**src/rtl/backscatter_pkg.sv**
```systemverilog
// Shared definitions for the backscatter frame scheduler: FSM encodings, default preamble, CRC-8 step.
// BS_CRC_EN (when defined) enables the CRC symbol state in the top level.
package backscatter_pkg;

    typedef enum logic [2:0] {
        ST_IDLE     = 3'd0,
        ST_PREAMBLE = 3'd1,
        ST_PAYLOAD  = 3'd2,
        ST_CRC      = 3'd3,
        ST_GUARD    = 3'd4
    } state_e;

    localparam logic [7:0] PREAMBLE_DEFAULT = 8'b10101100;
    localparam logic [7:0] CRC8_POLY        = 8'h07;

    // One MSB-first bit of CRC-8, init 0, no reflection, no final XOR.
    function automatic logic [7:0] crc8_step(input logic [7:0] crc, input logic b);
        logic fb;
        fb = crc[7] ^ b;
        return {crc[6:0], 1'b0} ^ (fb ? CRC8_POLY : 8'h00);
    endfunction

endpackage

```
**src/rtl/backscatter_frame_sched_if.sv**
```systemverilog
// Request/status bundle between the frame requester and the scheduler.
// start/payload are sampled only while the scheduler is idle; busy/done report frame progress.
interface backscatter_frame_sched_if #(
    parameter int PAYLOAD_W = 16
);
    logic                 start;
    logic [PAYLOAD_W-1:0] payload;
    logic                 busy;
    logic                 done;

    modport master (output start, output payload, input busy, input done);
    modport slave  (input start, input payload, output busy, output done);
endinterface

```
**src/rtl/key_debounce.sv**
```systemverilog
// Two-flop synchroniser and stability counter for an active-low push button.
// Emits a one-cycle pulse when the debounced level falls (press).
module key_debounce #(
    parameter int DEBOUNCE_TICKS = 240000
) (
    input  logic clk,
    input  logic rst_n,
    input  logic key_i,
    output logic fall_o
);
    localparam int CW = $clog2(DEBOUNCE_TICKS + 1);

    logic          sync1_q, sync2_q, stable_q, fall_q;
    logic [CW-1:0] cnt_q;

    // Button idles high, so the synchroniser and stable level reset to 1.
    always_ff @(posedge clk or negedge rst_n) begin
        if (!rst_n) begin
            sync1_q  <= 1'b1;
            sync2_q  <= 1'b1;
            stable_q <= 1'b1;
            fall_q   <= 1'b0;
            cnt_q    <= '0;
        end else begin
            sync1_q <= key_i;
            sync2_q <= sync1_q;
            fall_q  <= 1'b0;
            if (sync2_q != stable_q) begin
                if (cnt_q == CW'(DEBOUNCE_TICKS - 1)) begin
                    stable_q <= sync2_q;
                    cnt_q    <= '0;
                    fall_q   <= ~sync2_q;
                end else begin
                    cnt_q <= cnt_q + CW'(1);
                end
            end else begin
                cnt_q <= '0;
            end
        end
    end

    assign fall_o = fall_q;
endmodule

```
**src/rtl/backscatter_frame_sched.sv**
```systemverilog
// Framed FSK transmitter for the RF switch array: preamble, payload, optional CRC-8, then guard.
// Define BS_CRC_EN to append the CRC-8 symbols after the payload.
module backscatter_frame_sched
    import backscatter_pkg::*;
#(
    parameter int         PAYLOAD_W      = 16,
    parameter logic [7:0] PREAMBLE       = PREAMBLE_DEFAULT,
    parameter int         BIT_TICKS      = 1200,
    parameter int         DIV_F0         = 6,
    parameter int         DIV_F1         = 3,
    parameter int         GUARD_TICKS    = 600,
    parameter int         DEBOUNCE_TICKS = 240000
) (
    input  logic                      clk,
    input  logic                      rst_n,
    input  logic                      key0,
    backscatter_frame_sched_if.slave  bus,
    output logic                      ctrl1,
    output logic                      ctrl2,
    output logic                      ctrl3,
    output logic                      ctrl4,
    output logic                      led0,
    output state_e                    dbg_state_o
);
    localparam int TICK_MAX = (BIT_TICKS > GUARD_TICKS) ? BIT_TICKS : GUARD_TICKS;
    localparam int TICK_W   = $clog2(TICK_MAX + 1);
    localparam int DIV_MAX  = (DIV_F0 > DIV_F1) ? DIV_F0 : DIV_F1;
    localparam int DIV_W    = $clog2(DIV_MAX + 1);
    localparam int BITS_MAX = (PAYLOAD_W > 8) ? PAYLOAD_W : 8;
    localparam int BIT_W    = $clog2(BITS_MAX + 1);

    state_e               state_q, state_d;
    logic [TICK_W-1:0]    tick_q, tick_d;
    logic [DIV_W-1:0]     div_q, div_d;
    logic                 phase_q, phase_d;
    logic [BIT_W-1:0]     bit_q, bit_d;
    logic [7:0]           pre_q, pre_d;
    logic [PAYLOAD_W-1:0] pay_q, pay_d;
    logic                 busy_q, busy_d;
    logic                 done_q, done_d;
    logic [3:0]           ctrl_q, ctrl_d;
`ifdef BS_CRC_EN
    logic [7:0]           crc_q, crc_d;
`endif

    logic             key_fall;
    logic             request;
    logic             sym_bit;
    logic             sym_end;
    logic [DIV_W-1:0] sym_div;

    key_debounce #(.DEBOUNCE_TICKS(DEBOUNCE_TICKS)) u_key_debounce (
        .clk    (clk),
        .rst_n  (rst_n),
        .key_i  (key0),
        .fall_o (key_fall)
    );

    always_ff @(posedge clk or negedge rst_n) begin
        if (!rst_n) begin
            state_q <= ST_IDLE;
            tick_q  <= '0;
            div_q   <= '0;
            phase_q <= 1'b0;
            bit_q   <= '0;
            pre_q   <= '0;
            pay_q   <= '0;
            busy_q  <= 1'b0;
            done_q  <= 1'b0;
            ctrl_q  <= '0;
`ifdef BS_CRC_EN
            crc_q   <= '0;
`endif
        end else begin
            state_q <= state_d;
            tick_q  <= tick_d;
            div_q   <= div_d;
            phase_q <= phase_d;
            bit_q   <= bit_d;
            pre_q   <= pre_d;
            pay_q   <= pay_d;
            busy_q  <= busy_d;
            done_q  <= done_d;
            ctrl_q  <= ctrl_d;
`ifdef BS_CRC_EN
            crc_q   <= crc_d;
`endif
        end
    end

    always_comb begin
        state_d = state_q;
        tick_d  = tick_q;
        div_d   = div_q;
        phase_d = phase_q;
        bit_d   = bit_q;
        pre_d   = pre_q;
        pay_d   = pay_q;
        busy_d  = busy_q;
        done_d  = 1'b0;
        ctrl_d  = '0;
`ifdef BS_CRC_EN
        crc_d   = crc_q;
`endif
        request = bus.start | key_fall;
        sym_end = (tick_q == TICK_W'(BIT_TICKS - 1));

        case (state_q)
            ST_PREAMBLE: sym_bit = pre_q[7];
            ST_PAYLOAD:  sym_bit = pay_q[PAYLOAD_W-1];
`ifdef BS_CRC_EN
            ST_CRC:      sym_bit = crc_q[7];
`endif
            default:     sym_bit = 1'b0;
        endcase
        sym_div = sym_bit ? DIV_W'(DIV_F1 - 1) : DIV_W'(DIV_F0 - 1);

        case (state_q)
            ST_IDLE: begin
                if (request) begin
                    state_d = ST_PREAMBLE;
                    busy_d  = 1'b1;
                    pay_d   = bus.payload;
                    pre_d   = PREAMBLE;
                    tick_d  = '0;
                    div_d   = '0;
                    phase_d = 1'b1;
                    bit_d   = '0;
`ifdef BS_CRC_EN
                    crc_d   = '0;
`endif
                end
            end
`ifdef BS_CRC_EN
            ST_PREAMBLE, ST_PAYLOAD, ST_CRC: begin
`else
            ST_PREAMBLE, ST_PAYLOAD: begin
`endif
                // Bit 1 drives the f1 pair (ctrl3/4), bit 0 the f0 pair (ctrl1/2).
                ctrl_d = sym_bit ? {2'b00, phase_q, ~phase_q} : {phase_q, ~phase_q, 2'b00};
                if (sym_end) begin
                    tick_d  = '0;
                    div_d   = '0;
                    phase_d = 1'b1;
                    bit_d   = bit_q + BIT_W'(1);
                    case (state_q)
                        ST_PREAMBLE: begin
                            pre_d = {pre_q[6:0], 1'b0};
                            if (bit_q == BIT_W'(7)) begin
                                state_d = ST_PAYLOAD;
                                bit_d   = '0;
                            end
                        end
                        ST_PAYLOAD: begin
                            pay_d = {pay_q[PAYLOAD_W-2:0], 1'b0};
                            if (bit_q == BIT_W'(PAYLOAD_W - 1)) begin
`ifdef BS_CRC_EN
                                state_d = ST_CRC;
`else
                                state_d = ST_GUARD;
`endif
                                bit_d   = '0;
                            end
`ifdef BS_CRC_EN
                            crc_d = crc8_step(crc_q, sym_bit);
`endif
                        end
`ifdef BS_CRC_EN
                        ST_CRC: begin
                            crc_d = {crc_q[6:0], 1'b0};
                            if (bit_q == BIT_W'(7)) begin
                                state_d = ST_GUARD;
                                bit_d   = '0;
                            end
                        end
`endif
                        default: ;
                    endcase
                end else begin
                    tick_d = tick_q + TICK_W'(1);
                    if (div_q == sym_div) begin
                        div_d   = '0;
                        phase_d = ~phase_q;
                    end else begin
                        div_d = div_q + DIV_W'(1);
                    end
                end
            end
            ST_GUARD: begin
                if (tick_q == TICK_W'(GUARD_TICKS - 1)) begin
                    state_d = ST_IDLE;
                    busy_d  = 1'b0;
                    done_d  = 1'b1;
                    tick_d  = '0;
                end else begin
                    tick_d = tick_q + TICK_W'(1);
                end
            end
            default: state_d = ST_IDLE;
        endcase
    end

    assign bus.busy    = busy_q;
    assign bus.done    = done_q;
    assign led0        = busy_q;
    assign ctrl1       = ctrl_q[3];
    assign ctrl2       = ctrl_q[2];
    assign ctrl3       = ctrl_q[1];
    assign ctrl4       = ctrl_q[0];
    assign dbg_state_o = state_q;
endmodule

```
**src/flat_wrapper.sv**
```systemverilog
// flat-port wrapper written by rule: the top's interface ports become plain ports
module backscatter_frame_sched_flat import backscatter_pkg::*;
#(
    parameter int         PAYLOAD_W      = 16,
    parameter logic [7:0] PREAMBLE       = PREAMBLE_DEFAULT,
    parameter int         BIT_TICKS      = 1200,
    parameter int         DIV_F0         = 6,
    parameter int         DIV_F1         = 3,
    parameter int         GUARD_TICKS    = 600,
    parameter int         DEBOUNCE_TICKS = 240000
)
  (clk, rst_n, key0, ctrl1, ctrl2, ctrl3, ctrl4, led0, dbg_state_o, bus_start, bus_payload, bus_busy, bus_done);
  backscatter_frame_sched_if #(.PAYLOAD_W(PAYLOAD_W)) bus_i ();
  input  logic clk;
  input  logic rst_n;
  input  logic key0;
  output logic ctrl1;
  output logic ctrl2;
  output logic ctrl3;
  output logic ctrl4;
  output logic led0;
  output state_e dbg_state_o;
  input wire logic [$bits(bus_i.start)-1:0] bus_start;
  input wire logic [$bits(bus_i.payload)-1:0] bus_payload;
  output wire logic [$bits(bus_i.busy)-1:0] bus_busy;
  output wire logic [$bits(bus_i.done)-1:0] bus_done;
  assign bus_i.start = bus_start;
  assign bus_i.payload = bus_payload;
  assign bus_busy = bus_i.busy;
  assign bus_done = bus_i.done;
  backscatter_frame_sched #(.PAYLOAD_W(PAYLOAD_W), .PREAMBLE(PREAMBLE), .BIT_TICKS(BIT_TICKS), .DIV_F0(DIV_F0), .DIV_F1(DIV_F1), .GUARD_TICKS(GUARD_TICKS), .DEBOUNCE_TICKS(DEBOUNCE_TICKS)) u_core (.clk(clk), .rst_n(rst_n), .key0(key0), .bus(bus_i), .ctrl1(ctrl1), .ctrl2(ctrl2), .ctrl3(ctrl3), .ctrl4(ctrl4), .led0(led0), .dbg_state_o(dbg_state_o));
endmodule
```
**config.mk**
```make
export PLATFORM = sky130hd
export DESIGN_NAME = backscatter_frame_sched_flat
export DESIGN_NICKNAME = d
export VERILOG_FILES = /design/src/rtl/backscatter_pkg.sv /design/src/rtl/backscatter_frame_sched_if.sv /design/src/rtl/key_debounce.sv /design/src/rtl/backscatter_frame_sched.sv /design/src/flat_wrapper.sv
export SDC_FILE = /design/constraint.sdc
export NUM_CORES = 1
export LEC_CHECK = 0
export CORE_ASPECT_RATIO = 1.2
export CORE_MARGIN = 2
export CORE_UTILIZATION = 30
export DETAILED_ROUTE_END_ITERATION = 8
export HOLD_SLACK_MARGIN = 0.03
export SLEW_MARGIN = 10
export SYNTH_ARGS = -nofsm -noshare
export SYNTH_HDL_FRONTEND = slang
export SYNTH_SLANG_ARGS = --single-unit
```
**constraint.sdc**
```tcl
create_clock -name clk -period 3.4 [get_ports clk]
set_input_delay 0.68 -clock clk [delete_from_list [all_inputs] [get_ports clk]]
set_output_delay 0.68 -clock clk [all_outputs]
set_load 0.01 [all_outputs]
```
=== Word-level counts from Yosys, hierarchy flattened ===
Index checks and enable logic that the tools add are counted.

* Memory bits (writable): 0
* Input port bits: 20
* Register bits: 75
* Memories kept: 0
* Latch bits: 0
* Output and inout port bits: 10
* Bits in read-only memories: 0
* Word-level logic and storage cells: 100

* Shifts and indexed selects: 0
* Reduce and logical (&&, ||, !) cells: 14
* Muxes and demuxes: 45
* Bitwise gates (word level): 3
* $add $sub $neg: 4
* Divide/modulo/power cells: 0
* Eq/ne operators: 19
* $mul: 0
* Magnitude comparators: 0

{| class="wikitable"
|+ Operators by type and width
! cell !! count
|-
| 16-bit two-way mux || 3
|-
| 18-bit two-way mux || 2
|-
| 11-bit two-way mux || 3
|-
| 11-bit case mux with 3 select lines || 1
|-
| 16-bit case mux with 2 select lines || 1
|-
| 3-bit two-way mux || 9
|-
| 8-bit two-way mux || 3
|-
| 5-bit two-way mux || 4
|-
| 5-bit case mux with 2 select lines || 2
|-
| 18-bit by 1-bit adder with 18-bit output, second input constant || 1
|-
| 18-bit == test, second input constant || 1
|-
| 8-bit case mux with 2 select lines || 1
|-
| 3-bit case mux with 2 select lines || 2
|-
| 11-bit by 1-bit adder with 11-bit output, second input constant || 1
|-
| 11-bit by 10-bit == test with 1-bit output, second input constant || 1
|-
| 11-bit == test, second input constant || 1
|-
| 2-bit by 1-bit != test with 1-bit output, second input constant || 5
|-
| 3-bit case mux with 3 select lines || 1
|-
| 3-bit AND reduction || 3
|-
| 1-bit two-way mux || 8
|-
| 4-bit two-way mux || 2
|-
| 4-bit AND reduction || 2
|-
| 3-bit by 1-bit != test with 1-bit output, second input constant || 2
|-
| 3-bit by 2-bit != test with 1-bit output, second input constant || 2
|-
| 18 further kinds || 24
|}

=== Longest topological paths before layout ===
* Word-level depth: 7
* Depth in mapped cells: 8
* Depth with buffers taken out: 8

=== Hierarchy ===
A second synthesis with hierarchy kept.

* Cells, all modules: 385
* Area total of the unflattened synthesis: 3676.0 µm²

{| class="wikitable"
|+ By module, submodules not included
! module !! cells an instance !! area each (µm²) !! times used !! sequential area each (µm²)
|-
| backscatter_frame_sched || 284 || 2632.5 || 1 || 1276.2
|-
| key_debounce || 101 || 1043.5 || 1 || 554.3
|}

=== Worst setup path after synthesis ===
Ideal clock, no wire load.

* Path type: register to register
* Start: reg u_core.tick_q[3]
* End: reg u_core.tick_q[10]
* Data arrival time: 1.917 ns
* Cell stages (with the launch flop): 7
* Library setup time: 0.118 ns
* Data required time: 3.282 ns
* Path buffers: 1
* Setup slack: 1.365 ns
* Period minus slack after synthesis: 2.035 ns
* Path through: dfrtp_1 -> or4b_1 -> o41a_1 -> a21oi_2 -> buf_6 -> o21ai_2 -> a21o_1

* Longest elaborated chain between the ends: 3
* Elaborated cells between the ends (all ways): 6
* Classes of those cells: add/sub: 1; eq/ne: 2; mux: 3

{| class="wikitable"
|+ Ends and longest elaborated chain
! what !! RTL line !! text
|-
| start, declared || backscatter_frame_sched.sv:33 || <nowiki>logic [TICK_W-1:0] tick_q, tick_d;</nowiki>
|-
| start signal, assigned || backscatter_frame_sched.sv:76 || <nowiki>tick_q <= tick_d;</nowiki>
|-
| 11-bit by 1-bit adder with 11-bit output, or another cell as far along || backscatter_frame_sched.sv:180, backscatter_frame_sched.sv:196 ||
|-
| 11-bit two-way mux, on equally long branches || backscatter_frame_sched.sv:190, backscatter_frame_sched.sv:141 ||
|-
| 11-bit case mux with 3 select lines (*) || backscatter_frame_sched.sv:118 || <nowiki>case (state_q)</nowiki>
|}

Every way passes the cells marked *; elsewhere a longest branch is shown, timed or not.
A chain may end at the register's enable or synchronous reset.

=== Worst setup path in the final report ===
* Start: reg u_core.tick_q[3]
* End: reg u_core.tick_q[7]

The elaborated chain is that of the path after synthesis.

==> out/metrics.cfg <==
[run_status]
status = completed

[run]
maxCapViolCount = 0

[detailed_routing]
drtIter0Drc = 154
dr_total_vias = 2900
viasPerCell = 5.00
drc_errors = 0
dr.pass1.iters = 5
drt-total-wl_um = 7890
wl_per_cell_um = 13.6
final_antenna_net_count = 0

[worst_setup_path]
worst_setup_path_end_kind = flip-flop
required_ns = 3.62
startpoint_type = flip-flop
worstPathMaxFanout = 14
critical_path_class = reg2reg
slowest_stage = or4b_1
path_cells = or4b_1 -> o41a_1 -> a21oi_2 -> o21ai_0 -> a22o_1
arrival_ns = 2.71
r2r_slack_ns = 0.91
critical_path.max_stage_delay_ns = 0.55

[cells_and_area]
antenna-diode-count = 0
finalNetCount = 440
seq_area_um2 = 1830
nFillCells = 1234
fin_cells = 580
syn2layout_area_growth_pct = 20.8
finish.utilization_pct = 36.7
layout-drive-gt1-share_pct = 9.31
multi_input_area_um2 = 1690
postLayoutCellArea_um2 = 4400

[power]
power.density_nw_per_um2 = 431
p_leak_nw = 1.92
power_mw = 1.90
peakVddDrop_mv = 0.281

[clocking]
cts_hold_buffers = 0
cts_sinks = 73
htreeDepth = 3
clockBufferDepth = 2
root_buffer = clkbuf_16
cts_resized = 0
clk_latency_ns = 0.33
cts_buffers = 9
clkTransAtPathRegs_ns = 0.06
cts_tree = built
post-cts-setup-buffers = 0

[synth]
synth.distinct_cells = 56
ys_seq_area_share_pct = 50.3
yosysTopAreaCellShare_pct = 48.1
synth_most_common_cell = dfrtp_1
yosysTopAreaCell = dfrtp_1
syn_avg_cell_area_um2 = 9.49
ys_ff_latch = 73
netlist_area_um2 = 3640
syn-num-nets = 410
yosysWarnings = 0
async_flop_share_pct = 100
synth_edf_count = 0
synthTopCellsByCount = 70 x dfrtp_1, 58 x nand2_1, 48 x nor2_1
synthFlopType = dfrtp_1
synth.area.top_cells = dfrtp_1 48%, nand2_1 6.0%, nor2_1 4.9%
netlist_instances = 384

[floorplan]
die_h_um = 125
pin_count = 30
rows = 44
die_width_um = 105
coreArea_um2 = 12000
initial_utilization_pct = 30.3
die_area_um2 = 13000

[global_routing]
antenna_found_initial = 0
grt_overflow = 0
grt_max_degree = 74
grt_util_all_layers_pct = 12.9
grt_pass1_vias = 2870
grt_pass1_wl_um = 13900

[sta]
setup-violations-final = 0
worst_slack_ns = 0.913
holdWs_ns = 0.359
setup-tns-final_ns = 0
max_slew_margin_pct = 36.3
fin_skew_ns = 0.00734
tightest_slew_ns = 0.956
finalMaxSlewViolations = 0
period_minus_slack_ns = 2.49
fmax_mhz = 402
grt_setup_unrepaired = no
finalHoldViolations = 0
fin_crit_sh_pct = 73.1

[worst_hold_path]
hp-class = reg2reg

[placement]
dp.cells = 564
dpl_cell_area_um2 = 4090
hpwlAfterDp_um = 5420
port_buffers = 29
place_congestion = 0.818
pre_cts_slack_ns = 0.934

## layer usage
layer	GRT usage [%]	share of wire, %
met5	0	0
met4	3.37	1.1
met3	3.51	3.5
met2	21.2	48
met1	16.9	47
## kinds of logic after synthesis
| logic type | Yosys count | synth area share, % |
|---|---|---|
| AND/OR/NAND/NOR | 179 | 23.7 |
| AO/OA/AOI/OAI | 81 | 15.5 |
| flip-flops | 73 | 50.3 |
| buffers and inverters | 25 | 3.43 |
| XOR/XNOR | 17 | 4.09 |
| adder cells (fa/ha/maj) | 7 | 2.34 |
| multiplexers | 2 | 0.618 |
## cell usage in the layout, fill, tap and decap left out, types with 13 or more instances in the layout
| cell | synthesis | routed |
|---|---|---|
| o21ai_0 | 17 | 16 |
| nor2_1 | 48 | 48 |
| a31oi_1 | 18 | 18 |
| dfrtp_1 | 70 | 70 |
| nand2_1 | 58 | 58 |
| clkdlybuf4s50_1 | 0 | 28 |
| nor3_1 | 13 | 13 |
| nand3_1 | 18 | 18 |
## final timing paths
check                                                    from                       endpoint  cells after the start
worst max-delay path                         u_core.tick_q[3]               u_core.tick_q[7]                      5
worst min-delay path            u_core.u_key_debounce.sync1_q  u_core.u_key_debounce.sync2_q                      0
worst max register to register               u_core.tick_q[3]               u_core.tick_q[7]                      5
worst min register to register  u_core.u_key_debounce.sync1_q  u_core.u_key_debounce.sync2_q                      0
max in group asynchronous                               rst_n               u_core.pay_q[15]                      2
min in group asynchronous                               rst_n                u_core.bit_q[3]                      2
## final cells by class
cell class | count | area share [%]
well taps | 161 | 4.58
repair buffers | 36 | 7.68
multi-input cells | 286 | 38.4
clock buffers | 14 | 6.23
inverters | 8 | 0.683
clock inverters | 2 | 0.796
flip-flops and latches | 73 | 41.6
## critical path, delay by kind of cell (launching register included)
| family | cells | cell delay, ns |
|---|---|---|
| AOI/OAI and AO/OA | 4 | 1.38 |
| DFF | 1 | 0.44 |
| and+or+nand+nor | 1 | 0.55 |
## state kept, by name (all words and copies together) (netlist names)
name / flops
u_core.pay_q: 16
u_core.bus.done: 1
u_core.u_key_debounce.sync2_q: 1
u_core.u_key_debounce.stable_q: 1
u_core.bus.busy: 1
u_core.ctrl_q: 4
u_core.tick_q: 11
u_core.bit_q: 5
u_core.u_key_debounce.sync1_q: 1
u_core.pre_q: 6
u_core.phase_q: 1
u_core.u_key_debounce.cnt_q: 18
u_core.u_key_debounce.fall_o: 1
u_core.dbg_state_o: 3
u_core.div_q: 3
## power breakdown
part           internal, mW  total (mW)  leakage (nW)  switching, mW
registers             0.874       0.879         0.883        0.00430
logic                0.0226      0.0494         0.881         0.0268
clock network         0.627       0.967         0.153          0.340
total                  1.52        1.90          1.92          0.371
No activity file was read; power rests on OpenSTA's default activity.
